==> config.mk <==
export PLATFORM = sky130hd
export DESIGN_NAME = ram_ctrl_seq
export DESIGN_NICKNAME = d
export VERILOG_FILES = /design/src/rtl/ram_ctrl_pkg.sv /design/src/rtl/ram_ctrl_addr_map.sv /design/src/rtl/ram_ctrl_seq.sv
export SDC_FILE = /design/constraint.sdc
export NUM_CORES = 1
export LEC_CHECK = 0
export ABC_AREA = 1
export CAP_MARGIN = 10
export CORE_MARGIN = 2
export CORE_UTILIZATION = 33
export CTS_CLUSTER_DIAMETER = 80
export CTS_CLUSTER_SIZE = 30
export DETAILED_ROUTE_END_ITERATION = 8
export PLACE_DENSITY = 0.7
export SKIP_CTS_REPAIR_TIMING = 1
export SLEW_MARGIN = 20
export SYNTH_ARGS = -nofsm -noshare
export SYNTH_HDL_FRONTEND = slang
export SYNTH_SLANG_ARGS = --single-unit
export TNS_END_PERCENT = 10
==> constraint.sdc <==
create_clock -name clk -period 6.34 [get_ports clk]
set_input_delay 1.902 -clock clk [delete_from_list [all_inputs] [get_ports clk]]
set_output_delay 1.902 -clock clk [all_outputs]
set_load 0.02 [all_outputs]
==> src/rtl/ram_ctrl_pkg.sv <==
// ram_ctrl_pkg: shared types and constants for the sequenced RAM controller.
//   state_t        controller FSM states
//   MAX_RD_LATENCY largest supported RAM read latency (RD_LATENCY range 1..MAX_RD_LATENCY)
//   CNT_W          width of the read-latency down-counter
//   ERR_RDATA      read data returned for out-of-window reads (range-check builds only)
package ram_ctrl_pkg;

  localparam int          MAX_RD_LATENCY = 4;
  localparam int          CNT_W          = $clog2(MAX_RD_LATENCY);
  localparam logic [31:0] ERR_RDATA      = 32'hDEAD_BEEF;

  typedef enum logic [1:0] {
    IDLE     = 2'd0,
    WRITE    = 2'd1,
    RD_ISSUE = 2'd2,
    RD_WAIT  = 2'd3
  } state_t;

endpackage

==> src/rtl/ram_ctrl_addr_map.sv <==
// ram_ctrl_addr_map: maps a core byte address onto the RAM word index.
//   cpu_addr   in   32      byte address from the core
//   word_idx   out  ADDR_W  (cpu_addr - BASE_ADDR)[ADDR_W+1:2]; upper bits are dropped,
//                           so addresses outside the window alias inside it
//   in_window  out  1       present only with RAM_CTRL_RANGE_CHECK_EN defined:
//                           cpu_addr lies in [BASE_ADDR, BASE_ADDR + 4*2**ADDR_W)
module ram_ctrl_addr_map
  import ram_ctrl_pkg::*;
#(
  parameter int          ADDR_W    = 10,
  parameter logic [31:0] BASE_ADDR = 32'h0000_0000
) (
  input  logic [31:0]       cpu_addr,
  output logic [ADDR_W-1:0] word_idx
`ifdef RAM_CTRL_RANGE_CHECK_EN
  ,
  output logic              in_window
`endif
);

  logic [31:0] offset;

  assign offset   = cpu_addr - BASE_ADDR;
  assign word_idx = offset[ADDR_W+1:2];

`ifdef RAM_CTRL_RANGE_CHECK_EN
  // Addresses below BASE_ADDR wrap to a huge offset, so one upper-bits test covers both ends.
  assign in_window = (offset[31:ADDR_W+2] == '0);

  logic unused_lsb;
  assign unused_lsb = ^offset[1:0];
`else
  logic unused_bits;
  assign unused_bits = ^{offset[31:ADDR_W+2], offset[1:0]};
`endif

endmodule

==> src/rtl/ram_ctrl_seq.sv <==
// ram_ctrl_seq: sequenced bridge between the core data port and a synchronous single-port RAM.
// Requests are sampled only in IDLE; a simultaneous write and read runs the write first.
// Optional feature macro: RAM_CTRL_RANGE_CHECK_EN (out-of-window accesses are suppressed,
// reads return ERR_RDATA and the sticky cpu_err flag is raised).
//   clk, reset    clock, asynchronous active-high reset
//   cpu_addr      byte address          cpu_wdata  write data
//   cpu_wmask     byte enables (!=0 => write request)
//   cpu_rstrb     read request strobe
//   cpu_rdata     registered read data, valid when cpu_rbusy falls
//   cpu_rbusy     read in progress      cpu_wbusy  write in progress
//   cpu_err       sticky out-of-window flag (0 without the macro)
//   ram_addr      registered word address   ram_wdata  registered write data
//   ram_wen       one-cycle write strobe     ram_rden   one-cycle read strobe
//   ram_byteena   registered byte enables    ram_q      RAM read data
module ram_ctrl_seq
  import ram_ctrl_pkg::*;
#(
  parameter int          ADDR_W     = 10,
  parameter int          DATA_W     = 32,
  parameter int          RD_LATENCY = 1,
  parameter logic [31:0] BASE_ADDR  = 32'h0000_0000
) (
  input  logic                  clk,
  input  logic                  reset,
  input  logic [31:0]           cpu_addr,
  input  logic [DATA_W-1:0]     cpu_wdata,
  input  logic [DATA_W/8-1:0]   cpu_wmask,
  input  logic                  cpu_rstrb,
  output logic [DATA_W-1:0]     cpu_rdata,
  output logic                  cpu_rbusy,
  output logic                  cpu_wbusy,
  output logic                  cpu_err,
  output logic [ADDR_W-1:0]     ram_addr,
  output logic [DATA_W-1:0]     ram_wdata,
  output logic                  ram_wen,
  output logic                  ram_rden,
  output logic [DATA_W/8-1:0]   ram_byteena,
  input  logic [DATA_W-1:0]     ram_q
);

  localparam logic [CNT_W-1:0] CNT_LOAD = CNT_W'(RD_LATENCY - 1);

  state_t              state, next_state;
  logic                rd_pending;
  logic [CNT_W-1:0]    cnt;
  logic [ADDR_W-1:0]   word_idx;
  logic                acc_ok;    // request in the current cycle may touch the RAM
  logic                issue_ok;  // latched request may touch the RAM
  logic [DATA_W-1:0]   rd_value;

`ifdef RAM_CTRL_RANGE_CHECK_EN
  logic in_window;
  logic win;

  ram_ctrl_addr_map #(.ADDR_W(ADDR_W), .BASE_ADDR(BASE_ADDR)) u_addr_map (
    .cpu_addr  (cpu_addr),
    .word_idx  (word_idx),
    .in_window (in_window)
  );

  assign acc_ok   = in_window;
  assign issue_ok = win;
  assign rd_value = win ? ram_q : DATA_W'(ERR_RDATA);

  // win tracks the request being accepted; it freezes once the FSM leaves IDLE.
  always_ff @(posedge clk or posedge reset) begin
    if (reset) begin
      win     <= 1'b0;
      cpu_err <= 1'b0;
    end else if (state == IDLE) begin
      win <= in_window;
      if (((|cpu_wmask) || cpu_rstrb) && !in_window)
        cpu_err <= 1'b1;
    end
  end
`else
  ram_ctrl_addr_map #(.ADDR_W(ADDR_W), .BASE_ADDR(BASE_ADDR)) u_addr_map (
    .cpu_addr (cpu_addr),
    .word_idx (word_idx)
  );

  assign acc_ok   = 1'b1;
  assign issue_ok = 1'b1;
  assign rd_value = ram_q;
  assign cpu_err  = 1'b0;
`endif

  always_ff @(posedge clk or posedge reset) begin
    if (reset) state <= IDLE;
    else       state <= next_state;
  end

  // Busy flags rise combinationally in the request cycle so the core stalls immediately.
  always_comb begin
    next_state = state;
    cpu_wbusy  = 1'b0;
    cpu_rbusy  = 1'b0;
    case (state)
      IDLE: begin
        cpu_wbusy = |cpu_wmask;
        cpu_rbusy = cpu_rstrb;
        if (|cpu_wmask)     next_state = WRITE;
        else if (cpu_rstrb) next_state = RD_ISSUE;
      end
      WRITE: begin
        cpu_wbusy  = 1'b1;
        cpu_rbusy  = rd_pending;
        next_state = rd_pending ? RD_ISSUE : IDLE;
      end
      RD_ISSUE: begin
        cpu_rbusy  = 1'b1;
        next_state = RD_WAIT;
      end
      RD_WAIT: begin
        cpu_rbusy = 1'b1;
        if (cnt == '0) next_state = IDLE;
      end
      default: next_state = IDLE;
    endcase
  end

  // Strobes are registered on the edge that leaves the current state, so each one is high
  // for exactly the cycle spent in WRITE / RD_ISSUE.
  always_ff @(posedge clk or posedge reset) begin
    if (reset) begin
      ram_addr    <= '0;
      ram_wdata   <= '0;
      ram_byteena <= '0;
      ram_wen     <= 1'b0;
      ram_rden    <= 1'b0;
      cpu_rdata   <= '0;
      cnt         <= '0;
      rd_pending  <= 1'b0;
    end else begin
      ram_wen  <= 1'b0;
      ram_rden <= 1'b0;
      case (state)
        IDLE: begin
          if (|cpu_wmask) begin
            ram_addr    <= word_idx;
            ram_wdata   <= cpu_wdata;
            ram_byteena <= cpu_wmask;
            ram_wen     <= acc_ok;
            rd_pending  <= cpu_rstrb;
          end else if (cpu_rstrb) begin
            ram_addr <= word_idx;
            ram_rden <= acc_ok;
          end
        end
        WRITE: begin
          if (rd_pending) begin
            ram_rden   <= issue_ok;
            rd_pending <= 1'b0;
          end
        end
        RD_ISSUE: cnt <= CNT_LOAD;
        RD_WAIT: begin
          if (cnt == '0) cpu_rdata <= rd_value;
          else           cnt       <= cnt - 1'b1;
        end
        default: ;
      endcase
    end
  end

endmodule

==> out/metrics.cfg <==
[outcome]
status = finished, final reports clean

[worst_setup_path]
worstSetupEndpointType = output port
cpMostUsedCell = clkdlybuf4s50_1
cp_max_fo = 12
crit_start = cpu_rstrb
slowest_stage = clkdlybuf4s50_1
critPathRequiredTime_ps = 4440
path_class = in2out
crit_chain = clkdlybuf4s50_1 -> nand2_1 -> nand3_1 -> clkdlybuf4s50_1
slowest_delay_ps = 610
r2r-start = cnt[0]
start_kind = primary input
cp.arrival_ps = 3410

[routing]
highest_layer = met4
num_vias = 2970
m1WireLength_um = 3720
wl_per_cell_um = 12.7
route.met3.wl_um = 773
firstDrtPassIters = 5
drtIter0Drc = 140
drc = 0
dr_wl_met2_um = 3900
ant_nets = 0
via_per_inst = 4.43
drt-total-wl_um = 8500

[global_routing]
grt_pass1_vias = 2984
grt_usage_pct = 16.0
grt_max_degree = 51
antenna_found_initial = 0
grt.overflow.total = 0
grt_pass1_wl_um = 14300

[synth]
ys_types = 15
syn_area_per_cell_um2 = 8.91
syn_inst = 377
syn_nets = 481
yosysSeqAreaShare_pct = 63.3
ys_top_cells_by_area = dfrtp_1, nand2_1, nand3_1
synth.yosys.warnings = 0
syn_area_um2 = 3360
ys_ff_latch = 85
yosys.area.top_type_share_pct = 63.3
synth.largest_area_cell = dfrtp_1

[place]
pre_cts_slack_ps = 1020
gp_congestion = 0.743
placed_cells = 657
portBuffers = 162
place_hpwl_um = 6080

[power]
vdd_drop_max_mv = 0.224
cellLeakagePower_nw = 2.55
total_power_mw = 2.72
pwr_density_cell_nw_per_um2 = 521

[final_layout]
final_common_cell = nand2_1
fin_nets = 639
drive_gt1_share_pct = 4.28
stdcell_count = 671
syn_to_final_growth_pct = 55.3
n_antenna_cell = 0
mostFrequentLayoutCells = nand2_1, clkdlybuf4s50_1, dfrtp_1

[cts]
cts-htree-levels = 3
cts_buffer_depth = 2
cts.sinks = 85
cts_tree = built
cts_root_buffer = clkbuf_8
clk_pin_slew_worst_paths_ps = 70
cts_made_buffers = 9
clock_latency_ps = 340

[hold_path]
min_from = cpu_rdata[26]
hold_path_class = reg2reg

[die]
die_w_um = 105
core_area_um2 = 9820
fp.dieArea_um2 = 11000
die_h_um = 105
fp-row-count = 36
ioPinCount = 186
initial_core_util_pct = 34.2

[sta]
grt_setup_unrepaired = false
post-route-period-util_pct = 83.8
worst_pin_slew_ps = 734
drv_slew = 0
slew_headroom_pct = 50.9
period_needed_ps = 5320
setup_tns_ps = 0
setup_viol = 0
finalHoldViolCount = 0
timing.final.ws_setup_ps = 1020
clock_skew_ps = 15.2
max_freq_ghz = 0.188
whs_ps = 471

[job]
cap_viol_max_count = 0

-- per-stage QoR --
step           instance area [µm²]  util [%]
2_1_floorplan                 3360         -
3_3_place_gp                  5030      51.2
3_5_place_dp                  5030      51.2
4_1_cts                       5220      53.2
5_1_grt                       5220      53.2
6_report                      5220      53.2
-- layout make-up --
| cell class | count | area [µm²] |
|---|---|---|
| fillers | 947 | 4600 |
| flip-flops and latches | 85 | 2130 |
| well taps | 133 | 166 |
| inverters | 10 | 38.8 |
| clock buffers | 10 | 138 |
| clock inverters | 4 | 50.0 |
| multi-input cells | 265 | 1060 |
| repair buffers | 164 | 1640 |
-- registers in the layout, summed over array words and instances (netlist names) --
register	cells
ram_addr	10
cpu_rdata	32
ram_wdata	32
ram_wen	1
state	2
ram_byteena	4
cnt	2
rd_pending	1
ram_rden	1
-- kinds of logic after synthesis --
| kind of cell | count (synthesis) | share of synthesized area [%] |
|---|---|---|
| other cells | 1 | 0.112 |
| flops | 85 | 63.3 |
| buf+inv | 27 | 5.06 |
| fa+ha+maj | 1 | 0.372 |
| compound gates | 4 | 0.670 |
| simple gates | 259 | 30.5 |
-- synth_stat cells, drive strengths merged --
cell and count:
buf 17, conb 1, dfrtp 85, ha 1, inv 10, nand2 227
nand3 26, nor2 6, o211ai 1, o21ai 3
-- critical path: cells and delay by family --
family,cells,cell delay [ps]
buffers and inverters,2,1110
and+or+nand+nor,2,400
-- worst paths after layout --
kind / slack (ps) / to / depth (start not counted)
setup / recovery: 1020 / cpu_rbusy / 4
hold / removal: 470 / cpu_rdata[26] / 2
setup reg to reg: 4260 / cpu_rdata[8] / 7
hold reg to reg: 470 / cpu_rdata[26] / 2
max in group asynchronous: 3320 / cpu_rdata[23] / 3
min in group asynchronous: 1990 / cpu_rdata[11] / 2
-- power by group --
part           switching [mW]  leakage (nW)  internal (mW)
registers               0.141          1.06          0.800
clock network           0.182        0.0902          0.188
logic                   0.789          1.40          0.620
total                    1.11          2.55           1.61
-- per-layer routing --
layer	vias to the layer above	track usage, %
met5	-	0
met4	0	5.81
met3	10	5.12
met2	132	25.2
met1	1364	20.6
li1	1464	-
Power figures use the tool's default switching activity.
